==> src/rtl/bram_result_reader_pkg.sv <==
// rtl/bram_result_reader_pkg.sv - shared state encoding and sizing helpers for the result reader
package bram_result_reader_pkg;

  // Encoding shared with the multiply data mover's control FSM.
  typedef enum logic [1:0] {
    S_IDLE = 2'b00,
    S_RUN  = 2'b01,
    S_DONE = 2'b10
  } state_t;

  localparam int CNT_DEF        = 31;
  localparam int DWIDTH_DEF     = 32;
  localparam int AWIDTH_DEF     = 12;
  localparam int FIFO_DEPTH_DEF = 2;

  function automatic int fifo_cnt_width(input int depth);
    return $clog2(depth + 1);
  endfunction

endpackage

==> src/rtl/bram_result_reader_if.sv <==
// rtl/bram_result_reader_if.sv - valid/ready result stream between reader and host/DMA sink
interface bram_result_reader_if #(
  parameter int DWIDTH = 32
) ();

  logic              m_valid;
  logic              m_ready;
  logic [DWIDTH-1:0] m_data;
  logic              m_last;

  modport master (
    output m_valid,
    output m_data,
    output m_last,
    input  m_ready
  );

  modport slave (
    input  m_valid,
    input  m_data,
    input  m_last,
    output m_ready
  );

endinterface

==> src/rtl/bram_result_reader_sync_fifo.sv <==
// rtl/bram_result_reader_sync_fifo.sv - small synchronous FIFO absorbing the BRAM read latency
module bram_result_reader_sync_fifo
  import bram_result_reader_pkg::*;
#(
  parameter  int DWIDTH = 32,
  parameter  int DEPTH  = 2,
  localparam int CW     = fifo_cnt_width(DEPTH),
  localparam int PW     = (DEPTH > 1) ? $clog2(DEPTH) : 1
) (
  input  logic              clk,
  input  logic              reset_n,
  input  logic              push,
  input  logic [DWIDTH-1:0] push_data,
  input  logic              pop,
  output logic [CW-1:0]     count,
  output logic [DWIDTH-1:0] head
);

  logic [DWIDTH-1:0] mem [DEPTH];
  logic [PW-1:0]     wr_ptr;
  logic [PW-1:0]     rd_ptr;

  // Explicit wrap so non-power-of-two depths index correctly.
  function automatic logic [PW-1:0] ptr_next(input logic [PW-1:0] p);
    return (p == PW'(DEPTH - 1)) ? '0 : p + 1'b1;
  endfunction

  always_ff @(posedge clk or negedge reset_n) begin
    if (!reset_n) begin
      wr_ptr <= '0;
      rd_ptr <= '0;
      count  <= '0;
    end else begin
      if (push) wr_ptr <= ptr_next(wr_ptr);
      if (pop)  rd_ptr <= ptr_next(rd_ptr);
      case ({push, pop})
        2'b10:   count <= count + 1'b1;
        2'b01:   count <= count - 1'b1;
        default: count <= count;
      endcase
    end
  end

  always_ff @(posedge clk) begin
    if (push) mem[wr_ptr] <= push_data;
  end

  assign head = mem[rd_ptr];

endmodule

==> src/rtl/bram_result_reader.sv <==
// rtl/bram_result_reader.sv - drains N words from result BRAM onto a valid/ready stream
module bram_result_reader
  import bram_result_reader_pkg::*;
#(
  parameter int CNT        = CNT_DEF,
  parameter int DWIDTH     = DWIDTH_DEF,
  parameter int AWIDTH     = AWIDTH_DEF,
  parameter int FIFO_DEPTH = FIFO_DEPTH_DEF
) (
  input  logic              clk,
  input  logic              reset_n,
  input  logic              i_run,
  input  logic [CNT-1:0]    i_num_cnt,
  output logic              o_idle,
  output logic              o_running,
  output logic              o_done,
  output logic [AWIDTH-1:0] addr_b1,
  output logic              ce_b1,
  output logic              we_b1,
  output logic [DWIDTH-1:0] d0_b1,
  input  logic [DWIDTH-1:0] q0_b1,
  bram_result_reader_if.master strm
);

  localparam int CW = fifo_cnt_width(FIFO_DEPTH);

  state_t            state;
  logic [CNT-1:0]    num_cnt;
  logic [CNT-1:0]    rd_cnt;
  logic [CNT-1:0]    wr_cnt;
  logic              inflight;
  logic [CW-1:0]     fifo_cnt;
  logic [DWIDTH-1:0] fifo_head;
  logic              pop;
  logic              last_beat;
  logic [CW:0]       credit_used;

  assign pop          = strm.m_valid && strm.m_ready;
  assign strm.m_valid = (fifo_cnt != '0);
  assign strm.m_data  = strm.m_valid ? fifo_head : '0;
  assign last_beat    = (wr_cnt == num_cnt - 1'b1);
  assign strm.m_last  = strm.m_valid && last_beat;

  // Reserve a FIFO slot for every read still in flight so the push never overflows.
  assign credit_used = {1'b0, fifo_cnt} + (CW + 1)'(inflight) - (CW + 1)'(pop);
  assign ce_b1       = (state == S_RUN) && (rd_cnt < num_cnt)
                    && (credit_used < (CW + 1)'(FIFO_DEPTH));
  assign addr_b1     = rd_cnt[AWIDTH-1:0];
  assign we_b1       = 1'b0;
  assign d0_b1       = '0;

  always_ff @(posedge clk or negedge reset_n) begin
    if (!reset_n) begin
      state     <= S_IDLE;
      o_idle    <= 1'b1;
      o_running <= 1'b0;
      o_done    <= 1'b0;
      num_cnt   <= '0;
      rd_cnt    <= '0;
      wr_cnt    <= '0;
      inflight  <= 1'b0;
    end else begin
      inflight <= ce_b1;
      case (state)
        S_IDLE: begin
          if (i_run) begin
            num_cnt <= i_num_cnt;
            rd_cnt  <= '0;
            wr_cnt  <= '0;
            o_idle  <= 1'b0;
            if (i_num_cnt == '0) begin
              state  <= S_DONE;
              o_done <= 1'b1;
            end else begin
              state     <= S_RUN;
              o_running <= 1'b1;
            end
          end
        end
        S_RUN: begin
          if (ce_b1) rd_cnt <= rd_cnt + 1'b1;
          if (pop)   wr_cnt <= wr_cnt + 1'b1;
          if (pop && strm.m_last) begin
            state     <= S_DONE;
            o_running <= 1'b0;
            o_done    <= 1'b1;
            rd_cnt    <= '0;
            wr_cnt    <= '0;
          end
        end
        S_DONE: begin
          state  <= S_IDLE;
          o_done <= 1'b0;
          o_idle <= 1'b1;
        end
        default: begin
          state     <= S_IDLE;
          o_idle    <= 1'b1;
          o_running <= 1'b0;
          o_done    <= 1'b0;
        end
      endcase
    end
  end

  bram_result_reader_sync_fifo #(
    .DWIDTH (DWIDTH),
    .DEPTH  (FIFO_DEPTH)
  ) u_fifo (
    .clk       (clk),
    .reset_n   (reset_n),
    .push      (inflight),
    .push_data (q0_b1),
    .pop       (pop),
    .count     (fifo_cnt),
    .head      (fifo_head)
  );

endmodule

==> src/flat_wrapper.sv <==
// flat-port wrapper written by rule: the top's interface ports become plain ports
module bram_result_reader_flat import bram_result_reader_pkg::*;
#(
  parameter int CNT        = CNT_DEF,
  parameter int DWIDTH     = DWIDTH_DEF,
  parameter int AWIDTH     = AWIDTH_DEF,
  parameter int FIFO_DEPTH = FIFO_DEPTH_DEF
)
  (clk, reset_n, i_run, i_num_cnt, o_idle, o_running, o_done, addr_b1, ce_b1, we_b1, d0_b1, q0_b1, strm_m_valid, strm_m_data, strm_m_last, strm_m_ready);
  bram_result_reader_if #(.DWIDTH(DWIDTH)) strm_i ();
  input  logic clk;
  input  logic reset_n;
  input  logic i_run;
  input  logic [CNT-1:0] i_num_cnt;
  output logic o_idle;
  output logic o_running;
  output logic o_done;
  output logic [AWIDTH-1:0] addr_b1;
  output logic ce_b1;
  output logic we_b1;
  output logic [DWIDTH-1:0] d0_b1;
  input  logic [DWIDTH-1:0] q0_b1;
  output wire logic [$bits(strm_i.m_valid)-1:0] strm_m_valid;
  output wire logic [$bits(strm_i.m_data)-1:0] strm_m_data;
  output wire logic [$bits(strm_i.m_last)-1:0] strm_m_last;
  input wire logic [$bits(strm_i.m_ready)-1:0] strm_m_ready;
  assign strm_m_valid = strm_i.m_valid;
  assign strm_m_data = strm_i.m_data;
  assign strm_m_last = strm_i.m_last;
  assign strm_i.m_ready = strm_m_ready;
  bram_result_reader #(.CNT(CNT), .DWIDTH(DWIDTH), .AWIDTH(AWIDTH), .FIFO_DEPTH(FIFO_DEPTH)) u_core (.clk(clk), .reset_n(reset_n), .i_run(i_run), .i_num_cnt(i_num_cnt), .o_idle(o_idle), .o_running(o_running), .o_done(o_done), .addr_b1(addr_b1), .ce_b1(ce_b1), .we_b1(we_b1), .d0_b1(d0_b1), .q0_b1(q0_b1), .strm(strm_i));
endmodule
==> config.mk <==
export PLATFORM = sky130hd
export DESIGN_NAME = bram_result_reader_flat
export DESIGN_NICKNAME = d
export VERILOG_FILES = /design/src/rtl/bram_result_reader_pkg.sv /design/src/rtl/bram_result_reader_if.sv /design/src/rtl/bram_result_reader_sync_fifo.sv /design/src/rtl/bram_result_reader.sv /design/src/flat_wrapper.sv
export SDC_FILE = /design/constraint.sdc
export NUM_CORES = 1
export LEC_CHECK = 0
export CAP_MARGIN = 20
export CORE_MARGIN = 4
export CORE_UTILIZATION = 45
export CTS_CLUSTER_SIZE = 12
export DETAILED_ROUTE_END_ITERATION = 6
export GPL_TIMING_DRIVEN = 0
export PLACE_DENSITY = 0.79
export SETUP_SLACK_MARGIN = 0.1
export SYNTH_ARGS = -nofsm -noshare
export SYNTH_HDL_FRONTEND = slang
export SYNTH_SLANG_ARGS = --single-unit
==> constraint.sdc <==
create_clock -name clk -period 5.02 [get_ports clk]
set_input_delay 0.502 -clock clk [delete_from_list [all_inputs] [get_ports clk]]
set_output_delay 0.502 -clock clk [all_outputs]
set_load 0.03 [all_outputs]
==> flow_summary.ini, run 1 <==
[layout]
n_antenna_cell = 0
fin_cells = 1417
fin_util = 0.5778
nFillCells = 1755
area_growth_pct = 24.54
nNetsFinal = 1237
drive_above_1_share = 0.1037

[timing]
slew_violations = 0
slew_headroom = 0.3818
period_needed_ps = 4652
finalCritPeriodShare = 0.9266
hold_viol = 0
tightestPinTransition_ps = 925.1
skew_ps = 10.30
fmax_mhz = 215.0
rsz0062_at_grt = false
setup_viol = 0

[cts]
cts_tree = done
clock_latency_ps = 440
cts.sinks = 167
ctsHoldBuffers = 0
cts-htree-levels = 4
clockBufferDepth = 2
clockRootBuffer = clkbuf_16
path_clk_slew_ps = 70
cts_buffers = 17

[route]
drt_iter0_drc = 542
finalWirelength_um = 23760
vias = 7674
via_per_inst = 5.416
ant_nets = 0
dr.pass1.iters = 5
wl_per_cell_um = 16.77
drcViolationCount = 0

[job]
max_cap_violations = 0

[synthesis]
yosys.cell_types.count = 67
yosysTopAreaCell = dfrtp_1
async_flop_share = 0.6168
synth_seq_cells = 167
mappedNetlistArea_um2 = 9509
synth_ff_type = dfrtp_1
ys_seq_area_frac = 0.4733
postSynthCellCount = 963
synth_warnings = 0
avgSynthCellArea_um2 = 9.874
synth_edf_count = 64
synth.top_cell.area_share = 0.2684
synth.area.top_cells = dfrtp_1 27%, edfxtp_1 20%, xnor2_1 5.0%, nor2_1 4.9%, ha_1 4.6%

[worst_setup_path]
worstPathMaxFanout = 10
endpoint_kind = output pin
path_class = flip-flop to output pin
worstPathArrival_ps = 4150
start_kind = flip-flop
required_ps = 4520

[die]
die_area_um2 = 23520
io_pins = 150
coreArea_um2 = 20490
rows = 52
start_util = 0.4640
die_w_um = 153.4
die_h_um = 153.4

[placement]
numPortBuffers = 116
gp_congestion = 0.8912
dp_hpwl_um = 18150
placed_cells = 1382

[power_and_ir_drop]
power_density_nw_per_um2 = 531.6
ir_drop_uv = 319.9
leakagePower_nw = 4.929

[global_routing]
gr-total-overflow = 0
antenna_found_initial = 0
grt_usage = 0.2003
grt_pass1_wl_um = 38180
grt_max_degree = 65
grt_pass1_vias = 7230

[outcome]
status = finished, final reports clean

[min_path]
min_path_type = input port to async pin
## kinds of logic after synthesis
kind of cell | count (synthesis) | synth area share
mux | 39 | 0.04118
compound gates | 124 | 0.08342
fa+ha+maj | 36 | 0.04816
simple gates | 380 | 0.2009
xor+xnor | 88 | 0.08105
other cells | 1 | 0.0003944
buf+inv | 128 | 0.07158
flops | 167 | 0.4733
## placed cells by master, fill, tap and decap left out, types with 4 or more instances in the layout
cell / count
a211oi_1: 5
a21oi_1: 22
a31oi_1: 4
and2_1: 6
and3_1: 11
buf_4: 53
clkbuf_1: 25
clkbuf_16: 17
clkdlybuf4s50_1: 114
conb_1: 33
dfrtp_1: 101
edfxtp_1: 64
ha_1: 35
inv_1: 49
inv_8: 10
mux2i_1: 38
nand2_1: 85
nand2b_1: 6
nand3_1: 29
nand4_1: 25
nor2_1: 122
nor2b_1: 5
nor3_1: 24
nor3b_1: 6
nor4_1: 17
nor4b_1: 4
o2111ai_1: 8
o21ai_0: 49
o31ai_1: 4
o41ai_1: 5
or2_2: 4
or3_1: 8
xnor2_1: 54
xor2_1: 34
## synthesized netlist by cell type, drive strengths merged, types with 4 or more instances
cell type,instances
xnor2,54
or2,4
mux2i,38
o31ai,4
a211oi,6
o21ai,49
inv,50
ha,35
nand2,86
nor2,124
o2111ai,8
nor4,20
a31oi,4
a21oi,22
edfxtp,64
clkbuf,26
nand4,25
nand2b,6
nand3,31
and3,11
xor2,34
dfrtp,102
or3,9
and2,7
nor2b,5
nor3,25
o41ai,5
buf,52
nor4b,5
nor3b,6
## area by class of cell
type / count / area (um^2) / area share
clock buffers: 17 / 425.4 / 0.03592
repair buffers: 120 / 1206 / 0.1018
well taps: 270 / 337.8 / 0.02853
plain buffers: 78 / 494.2 / 0.04173
inverters: 50 / 187.7 / 0.01585
multi-input cells: 700 / 4476 / 0.3779
clock inverters: 15 / 214.0 / 0.01807
flip-flops and latches: 167 / 4502 / 0.3801
## timing repair
item                                   4_1_cts  5_1_grt
buffers inserted                             0        3
setup endpoints to repair                    2        2
gates cloned                                 0        0
resized for setup                            9        6
endpoints found under the hold margin        0        0
pin swaps                                    0        3
## critical path, cell delays in order (launching register included)
cell and delay [ps]:
dfrtp_1 460, nor2_4 160, inv_1 110, nand2_1 140, inv_1 90, ha_1 340
nand2b_1 170, fa_1 380, xnor2_1 150, nand4b_1 240, a211oi_2 350, inv_1 130
a2111oi_2 320, nor2_1 110, buf_2 210, inv_2 130, clkbuf_4 210
## path summary, 6_finish.rpt
check,startpoint,cells after the start,slack [ps],endpoint
max reg2reg,u_core.u_fifo.count[0],17,580,u_core.rd_cnt[27]
min,reset_n,1,40,u_core.num_cnt[5]
min reg2reg,u_core.o_idle,2,500,u_core.o_idle
min in group clk,u_core.o_idle,2,500,u_core.o_idle
max in group asynchronous,reset_n,2,4210,u_core.o_idle
max,u_core.u_fifo.count[0],16,370,ce_b1
## through the flow
step	worst slack, ps	power, mW	area [um^2]	hold WS [ps]	setup TNS (ps)
2_1_floorplan	936.2	3.888	9629	206.4	0
3_3_place_gp	-473.8	4.800	11130	466.8	-47380
3_5_place_dp	-327.7	4.858	11160	483.8	-327.7
4_1_cts	105.2	6.286	11820	55.49	0
5_1_grt	166.4	6.655	11840	80.75	0
6_report	368.5	6.295	11840	42.70	0
## report_power, final
| group | switching (mW) | total, mW | internal (mW) |
|---|---|---|---|
| clock network | 0.627 | 1.40 | 0.776 |
| registers | 0.276 | 2.02 | 1.75 |
| logic | 1.76 | 2.87 | 1.11 |
## state kept, by name, summed over array words and instances (netlist names), 2 cells and up
signal and flops:
u_core.state 2, u_core.num_cnt 31, u_core.wr_cnt 31, u_core.u_fifo.mem 64, u_core.rd_cnt 31, u_core.u_fifo.count 2
## metal layers
layer,vias to the layer above,part of all wire,GRT usage,routed length (um)
met2,301,0.47,0.3193,11180
met4,0,0.024,0.06098,560
met3,41,0.070,0.04637,1658
met5,-,0,0,0
li1,3668,-,-,-
met1,3664,0.44,0.2739,10360
Power figures use the tool's default switching activity.
==> run 2, diff against run 1 <==
--- a/config.mk
+++ b/config.mk
@@ -12,7 +12,9 @@
 export DETAILED_ROUTE_END_ITERATION = 6
 export GPL_TIMING_DRIVEN = 0
 export PLACE_DENSITY = 0.79
+export RECOVER_POWER = 25
 export SETUP_SLACK_MARGIN = 0.1
+export SKIP_LAST_GASP = 1
 export SYNTH_ARGS = -nofsm -noshare
 export SYNTH_HDL_FRONTEND = slang
 export SYNTH_SLANG_ARGS = --single-unit
==> constraint.sdc (replaced) <==
create_clock -name clk -period 5.5 [get_ports clk]
set_input_delay 0.55 -clock clk [delete_from_list [all_inputs] [get_ports clk]]
set_output_delay 0.55 -clock clk [all_outputs]
set_load 0.03 [all_outputs]
==> flow_summary.ini, run 2 (synthesis gave the netlist of run 1 again) <==
[outcome]
status = finished, violations left
violations = capacitance limit, slew limit

[route]
dr.pass1.iters = 5
wl_per_cell_um = 16.64
drcViolationCount = 0
vias = 7616
via_per_inst = 5.386
finalWirelength_um = 23530
ant_nets = 0
drt_iter0_drc = 556

[global_routing]
antenna_found_initial = 0
grt_max_degree = 65
grt_pass1_vias = 7241
grt_pass1_wl_um = 38230
grt_usage = 0.2005
gr-total-overflow = 0

[timing]
slew_violations = 40
skew_ps = 8.136
finalCritPeriodShare = 0.9166
fmax_mhz = 198.4
slew_headroom = -0.5113
finalSetupTns_ps = 0
setup_viol = 0
rsz0062_at_grt = false
hold_viol = 0
period_needed_ps = 5041
tightestPinTransition_ps = 2267

[die]
start_util = 0.4640
die_h_um = 153.4
coreArea_um2 = 20490
io_pins = 150
die_area_um2 = 23520
rows = 52
die_w_um = 153.4

[layout]
area_growth_pct = 24.16
seqCellArea_um2 = 4501
multiInputGateArea_um2 = 4471
layout_common_cells = 122 x nor2_1, 102 x dfrtp_1, 85 x nand2_1, 85 x clkdlybuf4s50_1, 64 x edfxtp_1
drive_above_1_share = 0.09703
regMostFlops = u_core.u_fifo.mem
final_common_cell = nor2_1
largest_register_ffs = 64
nNetsFinal = 1234
nFillCells = 1751
n_antenna_cell = 0

[cts]
clockRootBuffer = clkbuf_16
clockBufferDepth = 2
cts.sinks = 167
cts_tree = done
cts_buffers = 17
path_clk_slew_ps = 70
clock_latency_ps = 440
cts-htree-levels = 4
post-cts-setup-buffer-count = 0

[min_path]
min_path_type = flip-flop to flip-flop

[power_and_ir_drop]
ir_drop_uv = 248.1
power_density_nw_per_um2 = 483.2
leakagePower_nw = 4.920
power_mw = 5.705

[worst_setup_path]
worstPathMaxFanout = 10
start_kind = flip-flop
endpoint_kind = output pin
path_class = flip-flop to output pin
required_ps = 4950
worstPathArrival_ps = 4490

[placement]
dp_hpwl_um = 18150
gp_congestion = 0.8912
numPortBuffers = 116

[job]
max_cap_violations = 1
-- run 2: changes by cell type in the layout (fill, tap and decap cells not counted), sizes merged --
cell | before | now
buf | 58 | 53
clkbuf | 43 | 45
dlygate4sd3 | 0 | 29
clkdlybuf4s50 | 114 | 85
-- run 2: critical path, cell delays in order (launching register included) --
cell and delay, ps:
dfrtp_1 490, nor2_4 230, inv_1 140, nand2_1 150, inv_1 90, ha_1 340
nand2b_1 170, fa_1 380, xnor2_1 150, nand4b_1 220, a211oi_2 300, inv_1 120
a2111oi_1 400, nor2_1 120, clkbuf_1 260, inv_1 230, clkbuf_2 260
-- run 2: per-layer routing --
layer | part of all wire | up-vias | track usage
met3 | 0.068 | 39 | 0.04637
met5 | 0 | - | 0
li1 | - | 3655 | -
met2 | 0.47 | 284 | 0.3208
met1 | 0.44 | 3638 | 0.2734
met4 | 0.026 | 0 | 0.06098
-- run 2: power breakdown --
group          internal, mW  total (mW)  leakage, nW  switching, mW
Clock                 0.709        1.28        0.317          0.572
Combinational         0.985        2.58         2.65           1.60
Sequential             1.60        1.84         1.95          0.250
-- run 2: path summary, 6_finish.rpt --
check / startpoint / end / slack (ps) / cells past startpoint
worst max-delay path: u_core.u_fifo.count[1] / ce_b1 / 460 / 16
worst min-delay path: u_core.o_idle / u_core.o_idle / 500 / 2
worst max register to register: u_core.u_fifo.count[1] / u_core.rd_cnt[27] / 920 / 17
worst min register to register: u_core.o_idle / u_core.o_idle / 500 / 2
max in group asynchronous: reset_n / u_core.wr_cnt[21] / 3420 / 1
min in group asynchronous: reset_n / u_core.num_cnt[5] / 780 / 1
-- run 2: cell type report --
class / count / share of cell area
Sequential cell: 167 / 0.3812
Multi-Input combinational cell: 700 / 0.3787
Inverter: 50 / 0.01590
Tap cell: 270 / 0.02861
Timing Repair Buffer: 117 / 0.09972
Buffer: 78 / 0.04176
Clock buffer: 17 / 0.03603
Clock inverter: 15 / 0.01812
-- run 2: stage by stage --
| step | util | instances | setup WS (ps) | hold WS, ps | cell area, um^2 |
|---|---|---|---|---|---|
| after CTS | 0.5761 | 1414 | 135.8 | 103.5 | 11810 |
| after floorplan | - | 995 | 1416 | 254.4 | 9629 |
| after detailed placement | 0.5446 | 1382 | 104.3 | 483.8 | 11160 |
| after global routing | 0.5761 | 1414 | 143.0 | 521.5 | 11810 |
| final | 0.5761 | 1414 | 458.7 | 498.8 | 11810 |
| after global placement | 0.5430 | 1381 | -41.81 | 466.8 | 11130 |
-- run 2: timing repair --
item                                    in CTS  in global routing
gates resized for setup                      3                  4
endpoints found under the setup margin       1                  1
hold buffers                                 0                  0
hold endpoints to repair                     0                  0
==> run 3, diff against run 2 <==
--- a/config.mk
+++ b/config.mk
@@ -10,10 +10,11 @@
 export CORE_UTILIZATION = 45
 export CTS_CLUSTER_SIZE = 12
 export DETAILED_ROUTE_END_ITERATION = 6
+export DONT_BUFFER_PORTS = 1
 export GPL_TIMING_DRIVEN = 0
-export PLACE_DENSITY = 0.79
+export PLACE_DENSITY = 0.7
 export RECOVER_POWER = 25
-export SETUP_SLACK_MARGIN = 0.1
+export SETUP_SLACK_MARGIN = 0.05
 export SKIP_LAST_GASP = 1
 export SYNTH_ARGS = -nofsm -noshare
 export SYNTH_HDL_FRONTEND = slang
==> flow_summary.ini, run 3 (synthesis gave the netlist of run 1 again) <==
[die]
die_area_um2 = 23520
start_util = 0.4640
io_pins = 150
die_h_um = 153.4
die_w_um = 153.4
coreArea_um2 = 20490
rows = 52

[timing]
tightestPinTransition_ps = 2649
fmax_mhz = 196.9
slew_headroom = -0.7661
finalCritPeriodShare = 0.9235
rsz0062_at_grt = false
hold_viol = 0
period_needed_ps = 5079
skew_ps = 11.46
slew_violations = 104
finalSetupTns_ps = 0
final.setup.worst_slack_ps = 420.6
setup_viol = 0

[route]
dr.pass1.iters = 5
via_per_inst = 5.481
finalWirelength_um = 23650
drt_iter0_drc = 513
wl_per_cell_um = 18.21
ant_nets = 0
vias = 7120
drcViolationCount = 0

[layout]
nNetsFinal = 1119
nFillCells = 1871
area_growth_pct = 11.76
regMostFlops = u_core.u_fifo.mem
final_common_cell = nor2_1
layout_common_cells = 122 x nor2_1, 102 x dfrtp_1, 85 x nand2_1
n_antenna_cell = 0
largest_register_ffs = 64
drive_above_1_share = 0.1108

[power_and_ir_drop]
switchingPower_mw = 2.423
power_frac_seq = 0.350
p_clk_frac = 0.234
intPower_mw = 2.910
ir_drop_uv = 218.2
power.share.switching = 0.4544
p_comb_frac = 0.416
power_density_nw_per_um2 = 501.8
leakagePower_nw = 4.447

[placement]
dp_hpwl_um = 17860
pre_cts_ws_ps = 334.0
gp_congestion = 0.8986
numPortBuffers = 0

[cts]
cts_tree = done
clockBufferDepth = 2
cts_buffers = 17
cts.sinks = 167
clock_latency_ps = 440
clockRootBuffer = clkbuf_16
post-cts-setup-buffer-count = 0
path_clk_slew_ps = 80
cts-htree-levels = 4

[global_routing]
grt_pass1_wl_um = 37180
grt_max_degree = 104
gr-total-overflow = 0
grt_usage = 0.1991
antenna_found_initial = 1
grt_pass1_vias = 6838

[worst_setup_path]
start_kind = flip-flop
worstPathArrival_ps = 4530
worstPathMaxFanout = 10
required_ps = 4950
endpoint_kind = output pin
path_class = flip-flop to output pin

[min_path]
min_path_type = input port to flip-flop

[outcome]
status = finished, violations left
violations = capacitance limit, slew limit

[job]
max_cap_violations = 1
-- run 3: final timing paths --
path,from,endpoint,slack (ps),cells after the start
min reg2reg,u_core.inflight,u_core.u_fifo.wr_ptr,520,1
max reg2reg,u_core.u_fifo.count[1],u_core.rd_cnt[27],660,17
min,q0_b1[3],u_core.u_fifo.mem[1][3],200,0
max,u_core.u_fifo.count[1],ce_b1,420,15
max in group asynchronous,reset_n,u_core.wr_cnt[28],3010,1
min in group asynchronous,reset_n,u_core.num_cnt[5],940,1
-- run 3: cell type report --
class,count,area (um^2),share of cell area
Inverter,50,195.2,0.01837
Tap cell,270,337.8,0.03179
Clock buffer,17,425.4,0.04003
Multi-Input combinational cell,700,4471,0.4206
Buffer,78,494.2,0.04650
Timing Repair Buffer,2,10.01,0.0009418
Clock inverter,15,193.9,0.01825
Sequential cell,167,4501,0.4235
-- run 3: critical path: stages (launching register included) --
cell and delay (ps):
dfrtp_1 480, nor2_4 260, clkinvlp_4 300, nand2_1 240, inv_1 110, ha_1 350
nand2b_1 170, fa_1 380, xnor2_1 140, nand4b_1 230, a211oi_2 320, inv_1 120
a2111oi_1 340, nor2_1 110, clkbuf_2 250, clkinvlp_4 270
-- run 3: power groups by stage --
stage	logic (mW)	registers [mW]	clock network (mW)
6_report	2.22	1.87	1.25
5_1_grt	2.44	1.90	1.32
4_1_cts	2.21	1.87	1.26
3_5_place_dp	2.16	1.89	0
3_3_place_gp	2.12	1.88	0
2_1_floorplan	1.74	1.81	0
-- run 3: layer usage --
layer / up-vias / track usage / part of all wire
met5: - / 0 / 0.00055
met4: 2 / 0.06897 / 0.025
met3: 38 / 0.05683 / 0.072
met2: 220 / 0.3101 / 0.47
met1: 3434 / 0.2679 / 0.43
li1: 3426 / - / -
-- run 3: through the flow --
stage | std cells | hold WS [ps] | cell area [um^2] | utilization | total power, mW
finish | 1299 | 197.0 | 10630 | 0.5186 | 5.333
global route | 1299 | 178.0 | 10630 | 0.5186 | 5.658
CTS | 1299 | 67.09 | 10630 | 0.5189 | 5.335
detailed placement | 1266 | 257.3 | 9981 | 0.4870 | 4.046
global placement | 1265 | 257.8 | 9967 | 0.4863 | 4.000
floorplan | 995 | 254.4 | 9629 | - | 3.549
-- run 3: what timing repair did --
item / CTS / global route
hold buffers: 1 / 0
resized for setup: 2 / 6
endpoints found under the hold margin: 103 / 0
cloned: 0 / 0
pin swaps: 0 / 0
endpoints found under the setup margin: 1 / 2
